`src/rtl/uart_transmitter_pkg.sv`:
```
// Shared UART definitions: frame FSM states and line-level constants.
package uartUtil;

  typedef enum logic [1:0] {
    IDLE,
    START,
    SEND,
    STOP
  } states_t;

  localparam logic        START_BIT = 1'b0;
  localparam logic        STOP_BIT  = 1'b1;
  localparam int unsigned DATA_BITS = 8;

endpackage

```
`src/rtl/uart_baud_tick.sv`:
```
// Bit-period timer. Counts 0..CLKS_PER_BIT-1 and flags the last cycle of
// every bit period.
//   clk    : clock
//   rst    : synchronous reset, active-high
//   clear  : restart the bit period (timer back to 0)
//   bitEnd : high in the final cycle of the current bit period
module uart_baud_tick #(
  parameter int unsigned CLKS_PER_BIT = 1
) (
  input  logic clk,
  input  logic rst,
  input  logic clear,
  output logic bitEnd
);

  // For CLKS_PER_BIT=1 the timer is a single bit stuck at 0, so every
  // cycle is a final bit cycle.
  localparam int unsigned W = (CLKS_PER_BIT > 1) ? $clog2(CLKS_PER_BIT) : 1;
  localparam logic [W-1:0] LAST = W'(CLKS_PER_BIT - 1);

  logic [W-1:0] bitTimer;

  assign bitEnd = (bitTimer == LAST);

  always_ff @(posedge clk) begin
    if (rst || clear || bitEnd) begin
      bitTimer <= '0;
    end else begin
      bitTimer <= bitTimer + W'(1);
    end
  end

endmodule

```
`src/rtl/uart_transmitter.sv`:
```
// UART serial transmitter: 1 start bit, 8 data bits LSB first, 1 stop bit,
// each bit held for CLKS_PER_BIT clocks. Bytes arrive over valid/ready.
//   clk     : clock
//   rst     : synchronous reset, active-high (aborts any frame)
//   txData  : byte to send, sampled on acceptance
//   txValid : txData is valid
//   txReady : a byte can be accepted this cycle
//   txOut   : registered serial line, idles high
//   busy    : frame in progress
//   done    : pulse in the final cycle of the stop bit
module uart_transmitter
  import uartUtil::*;
#(
  parameter int unsigned CLKS_PER_BIT = 1,
  parameter int unsigned DATA_BITS    = 8
) (
  input  logic       clk,
  input  logic       rst,
  input  logic [7:0] txData,
  input  logic       txValid,
  output logic       txReady,
  output logic       txOut,
  output logic       busy,
  output logic       done
);

  if (DATA_BITS != uartUtil::DATA_BITS) begin : g_bad_data_bits
    $error("uart_transmitter: DATA_BITS must be 8");
  end
  if (CLKS_PER_BIT < 1 || CLKS_PER_BIT > 65535) begin : g_bad_clks_per_bit
    $error("uart_transmitter: CLKS_PER_BIT must be 1..65535");
  end

  states_t    state, stateNext;
  logic [7:0] shift, shiftNext;
  logic [2:0] bitIndex, bitIndexNext;
  logic       txOutNext;
  logic       accept;
  logic       bitEnd;
  logic       timerClear;

  // Timer is held at 0 while idle so a new frame always starts a full bit.
  assign timerClear = (state == IDLE) || accept;

  uart_baud_tick #(
    .CLKS_PER_BIT(CLKS_PER_BIT)
  ) u_baud_tick (
    .clk   (clk),
    .rst   (rst),
    .clear (timerClear),
    .bitEnd(bitEnd)
  );

  always_ff @(posedge clk) begin
    if (rst) begin
      state    <= IDLE;
      shift    <= '0;
      bitIndex <= '0;
      txOut    <= STOP_BIT;
    end else begin
      state    <= stateNext;
      shift    <= shiftNext;
      bitIndex <= bitIndexNext;
      txOut    <= txOutNext;
    end
  end

  always_comb begin
    stateNext    = state;
    shiftNext    = shift;
    bitIndexNext = bitIndex;
    txOutNext    = STOP_BIT;
    txReady      = (state == IDLE) || ((state == STOP) && bitEnd);
    done         = (state == STOP) && bitEnd;
    busy         = (state != IDLE);
    accept       = txValid && txReady;

    case (state)
      IDLE: begin
        if (accept) begin
          stateNext = START;
          shiftNext = txData;
        end
      end
      START: begin
        if (bitEnd) begin
          stateNext    = SEND;
          bitIndexNext = '0;
        end
      end
      SEND: begin
        if (bitEnd) begin
          shiftNext = shift >> 1;
          if (bitIndex == 3'd7) begin
            stateNext    = STOP;
            bitIndexNext = '0;
          end else begin
            bitIndexNext = bitIndex + 3'd1;
          end
        end
      end
      STOP: begin
        if (bitEnd) begin
          if (accept) begin
            stateNext = START;
            shiftNext = txData;
          end else begin
            stateNext = IDLE;
          end
        end
      end
      default: stateNext = IDLE;
    endcase

    // The line value is computed from the upcoming state so that txOut is a
    // plain register yet lines up with the state it belongs to.
    case (stateNext)
      START:   txOutNext = START_BIT;
      SEND:    txOutNext = shiftNext[0];
      default: txOutNext = STOP_BIT;
    endcase
  end

endmodule

```
`config.mk`:
```
export PLATFORM = sky130hd
export DESIGN_NAME = uart_transmitter
export DESIGN_NICKNAME = d
export VERILOG_FILES = /design/src/rtl/uart_transmitter_pkg.sv /design/src/rtl/uart_baud_tick.sv /design/src/rtl/uart_transmitter.sv
export SDC_FILE = /design/constraint.sdc
export NUM_CORES = 1
export LEC_CHECK = 0
export ABC_CLOCK_PERIOD_IN_PS = 2200
export CAP_MARGIN = 10
export CORE_MARGIN = 2
export CORE_UTILIZATION = 52
export CTS_CLUSTER_SIZE = 20
export DETAILED_ROUTE_END_ITERATION = 16
export HOLD_SLACK_MARGIN = 0.03
export PLACE_DENSITY = 0.85
export SLEW_MARGIN = 25
export SYNTH_ARGS = -nofsm -noshare
export SYNTH_HDL_FRONTEND = slang
export SYNTH_SLANG_ARGS = --single-unit
export TNS_END_PERCENT = 50
```
`constraint.sdc`:
```
create_clock -name clk -period 2.2 [get_ports clk]
set_input_delay 0.44 -clock clk [delete_from_list [all_inputs] [get_ports clk]]
set_output_delay 0.44 -clock clk [all_outputs]
set_load 0.05 [all_outputs]
```
==> results of run 1 <==
## worst register-to-register path: cells and delay by family, from the launching register on
kind	cells	cell delay, ns
AO/OA/AOI/OAI	2	0.23
flip-flops	1	0.63
AND/OR/NAND/NOR	2	0.83
## state kept, by name, summed over array words and instances (netlist names)
| name | flops |
|---|---|
| shift | 8 |
| txOut | 1 |
| u_baud_tick.bitTimer | 1 |
| state | 2 |
| bitIndex | 3 |
## area by class of cell
cell class / instances / area, µm²
clock buffers: 3 / 22.5
clock inverters: 1 / 5.00
fillers: 130 / 552
inverters: 5 / 18.8
multi-input cells: 87 / 638
flip-flops and latches: 15 / 300
well taps: 25 / 31.3
repair buffers: 20 / 215
## cells in the final DEF (no fill, tap or decap), types with 3 or more instances in the layout
master / Yosys / routed
clkbuf_4: 0 / 3
nand2_1: 4 / 4
o21ai_0: 4 / 3
inv_1: 5 / 5
o22ai_2: 6 / 6
buf_12: 0 / 3
buf_4: 1 / 6
nor3_1: 7 / 7
dfxtp_1: 15 / 15
a2bb2oi_2: 6 / 6
clkdlybuf4s50_1: 0 / 11
a21oi_1: 11 / 11
nor2_1: 13 / 13
a22o_1: 3 / 3
or2b_1: 6 / 6
## power by group
group	leakage, nW	internal, mW	switching (mW)	total [mW]
registers	0.124	0.295	0.0340	0.329
logic	0.353	0.125	0.127	0.252
clock network	0.0177	0.0679	0.0978	0.166
## per-layer routing
layer / routed length (µm) / up-vias / part of all wire
li1: - / 455 / -
met1: 959 / 432 / 0.42
met2: 1180 / 26 / 0.51
met3: 110 / 6 / 0.048
met4: 44 / 0 / 0.019
met5: 0 / - / 0
## per-stage QoR
| stage | utilization | power (mW) | cells | worst slack (ns) | area (µm²) |
|---|---|---|---|---|---|
| floorplan | - | 0.505 | 115 | 0.311 | 1010 |
| global placement | 0.675 | 0.575 | 152 | 0.265 | 1200 |
| detailed placement | 0.675 | 0.586 | 152 | 0.193 | 1200 |
| CTS | 0.691 | 0.753 | 156 | 0.241 | 1230 |
| global route | 0.691 | 0.788 | 156 | 0.150 | 1230 |
| finish | 0.691 | 0.747 | 156 | 0.240 | 1230 |
## worst min path at each step
stage / from / to / slack [ns] / depth (start not counted)
2_1_floorplan: bitIndex[1]$_SDFFE_PP0P_ / bitIndex[1]$_SDFFE_PP0P_ / 0.47 / 2
3_3_place_gp: bitIndex[2]$_SDFFE_PP0P_ / bitIndex[2]$_SDFFE_PP0P_ / 0.48 / 2
3_5_place_dp: bitIndex[1]$_SDFFE_PP0P_ / bitIndex[1]$_SDFFE_PP0P_ / 0.49 / 2
4_1_cts: bitIndex[1]$_SDFFE_PP0P_ / bitIndex[1]$_SDFFE_PP0P_ / 0.51 / 2
5_1_grt: bitIndex[1]$_SDFFE_PP0P_ / bitIndex[1]$_SDFFE_PP0P_ / 0.53 / 2
6_report: bitIndex[1]$_SDFFE_PP0P_ / bitIndex[1]$_SDFFE_PP0P_ / 0.51 / 2
## kinds of logic (layout without fill, tap and decap cells)
group                      after synthesis  after routing
AOI/OAI and AO/OA                       41             41
xor gates and xnor gates                 2              2
adders and majority gates                2              2
buffers and inverters                   13             29
DFF                                     15             15
muxes                                    1              1
other                                    1              1
and+or+nand+nor                         40             40
==> results.md, run 1 <==
- Final Hold Fails: 0
- Core area: around 1800 µm²
- Tcrit/Tclk final: 0.891
- Wirelength per Cell: 14.7 µm
- Gp weighted congestion: 0.856
- FF-to-FF End: txOut$_SDFF_PP1_
- Die height: 48.1 µm
- CTS tree: done
- Clock buffer depth: 2
- Sink Count: 15
- First-pass GRT wire length: approximately 3.6 mm
- Crit end category: output pin
- Largest net degree at the start of global routing: 18
- Post-Synth Simple-Gate Area: 0.214
- PostCTS Resize Cnt: 0
- Crit path DAT: around 1.5 ns
- WP data required: 1.76 ns
- Antenna-violating nets left: 0
- Critical Path Start: state[0]$_SDFF_PP0_
- CP max stage cell: dfxtp_1
- Num ports: 15
- Worst hold margin: 0.506 ns
- # setup viols final: 0
- Critical path type: reg2out
- # Post-CTS Setup Buffers: 0
- Peak VDD IR: 443 µV
- Share of cells above drive strength 1: 0.244
- Count of mapped cells out of synthesis: 115
- Number of buffers created by CTS: 3
- Hold-fix buffers, CTS: 0
- Initial antenna violation count: 0
- Synth cell count leaders: dfxtp_1, nor2_1, a21oi_1
- Die width: 48.1 µm
- Synth Flop Type: dfxtp_1
- DR vias/cell: 5.89
- Mapped Avg Cell Area: 8.79 µm²
- # diodes: 0
- Routing usage on met2: 0.365
- Multiplexer share of the synthesized area: 0.0111
- DR vias: 919
- Synth Area in Compound Gates: 0.360
- HP Class: reg2reg
- Largest family of logic cells by synthesized area: compound AO/OA/AOI/OAI gates
- CP Buf/Inv Count: 2
- Max Slew Vio Count: 0
- Busiest grt layer: met2
- Total wire length after detailed routing: about 2.3 mm
- DRC viols: 0
- Synth area leader: dfxtp_1
- R2R setup slack: 0.44 ns
- Delay of the slowest cell on the worst path: 0.63 ns
- Leak: just under 0.5 nW
- R2R depth: 4
- Setup TNS: 0 ns
- Status: finished clean
- Worst-Margin Slew: roughly 0.56 ns
- Power per cell area: 607 nW/µm²
- CTS H-tree lvls: 1
- Number of enable flip-flop cells after synthesis: 0
- Yosys top cell area share: 0.297
- Critical Path Sink: txReady
- Max-slew headroom: 0.626
- Clock insertion delay at the later pin of the skew report: 0.30 ns
- Number of distinct library cells after synthesis: 38
- Number of stages on the worst setup path: 3
- Max-cap violation count: 0
- Clk slew on worst S/H paths: 0.09 ns
- RSZ-0062 raised after global routing: no
- Detailed Place HPWL: 1.71 mm
- Top cells by area, synth: dfxtp_1, a2bb2oi_2, o22ai_2
- Starting density of the core: 0.567
- Critical path cell sequence: inv_1, o21ai_1, buf_12
- Minimum clock period: between 1.5 and 2 ns
- Top-count cell post-synth: dfxtp_1
- CTS root buffer: clkbuf_4
- GR Util met1: 0.282
- Yosys reg bits: 15
- Skew final: 0.00371 ns
- Ys async rst share: 0
- Reg-to-Reg Start: state[0]$_SDFF_PP0_
- Crit path max fanout: 13
- Synth-to-Final Area Change: 21.8%
- Tot GR Track Use: 0.229
- Delay-heaviest family, CP: flip-flops
- F_max: 510 MHz
- YS warnings: 0
- Post-Synth XOR/XNOR Area: 0.0173
- Drt pass-1 iters: 4
- Final Net Count: roughly 150
- Port Buf Inserts: 14
- DR iter-0 viols: 23
- Die area: 2310 µm²
- Syn Std Cell Area: a little over 1000 µm²
- Syn_nets: ~130
- FP Rows: 15
- Number of global-route vias before repair: 810
- Total gr overflow: 0
- Met3 Usage GRT: 0.0741
- Part of the Yosys area used for sequential elements: 0.297
- Startpoint Class: flip-flop
- Post-synthesis adder-cell area fraction: 0.0248
Note: power is estimated with default switching activity, not from simulation.
==> run 2, diff against run 1 <==
--- a/config.mk
+++ b/config.mk
@@ -9,6 +9,7 @@
 export CAP_MARGIN = 10
 export CORE_MARGIN = 2
 export CORE_UTILIZATION = 52
+export CTS_BUF_LIST = sky130_fd_sc_hd__clkbuf_4 sky130_fd_sc_hd__clkbuf_8
 export CTS_CLUSTER_SIZE = 20
 export DETAILED_ROUTE_END_ITERATION = 16
 export HOLD_SLACK_MARGIN = 0.03
==> results of run 2 <==
No change in the layout: final DEF, timing and power equal those of run 1.
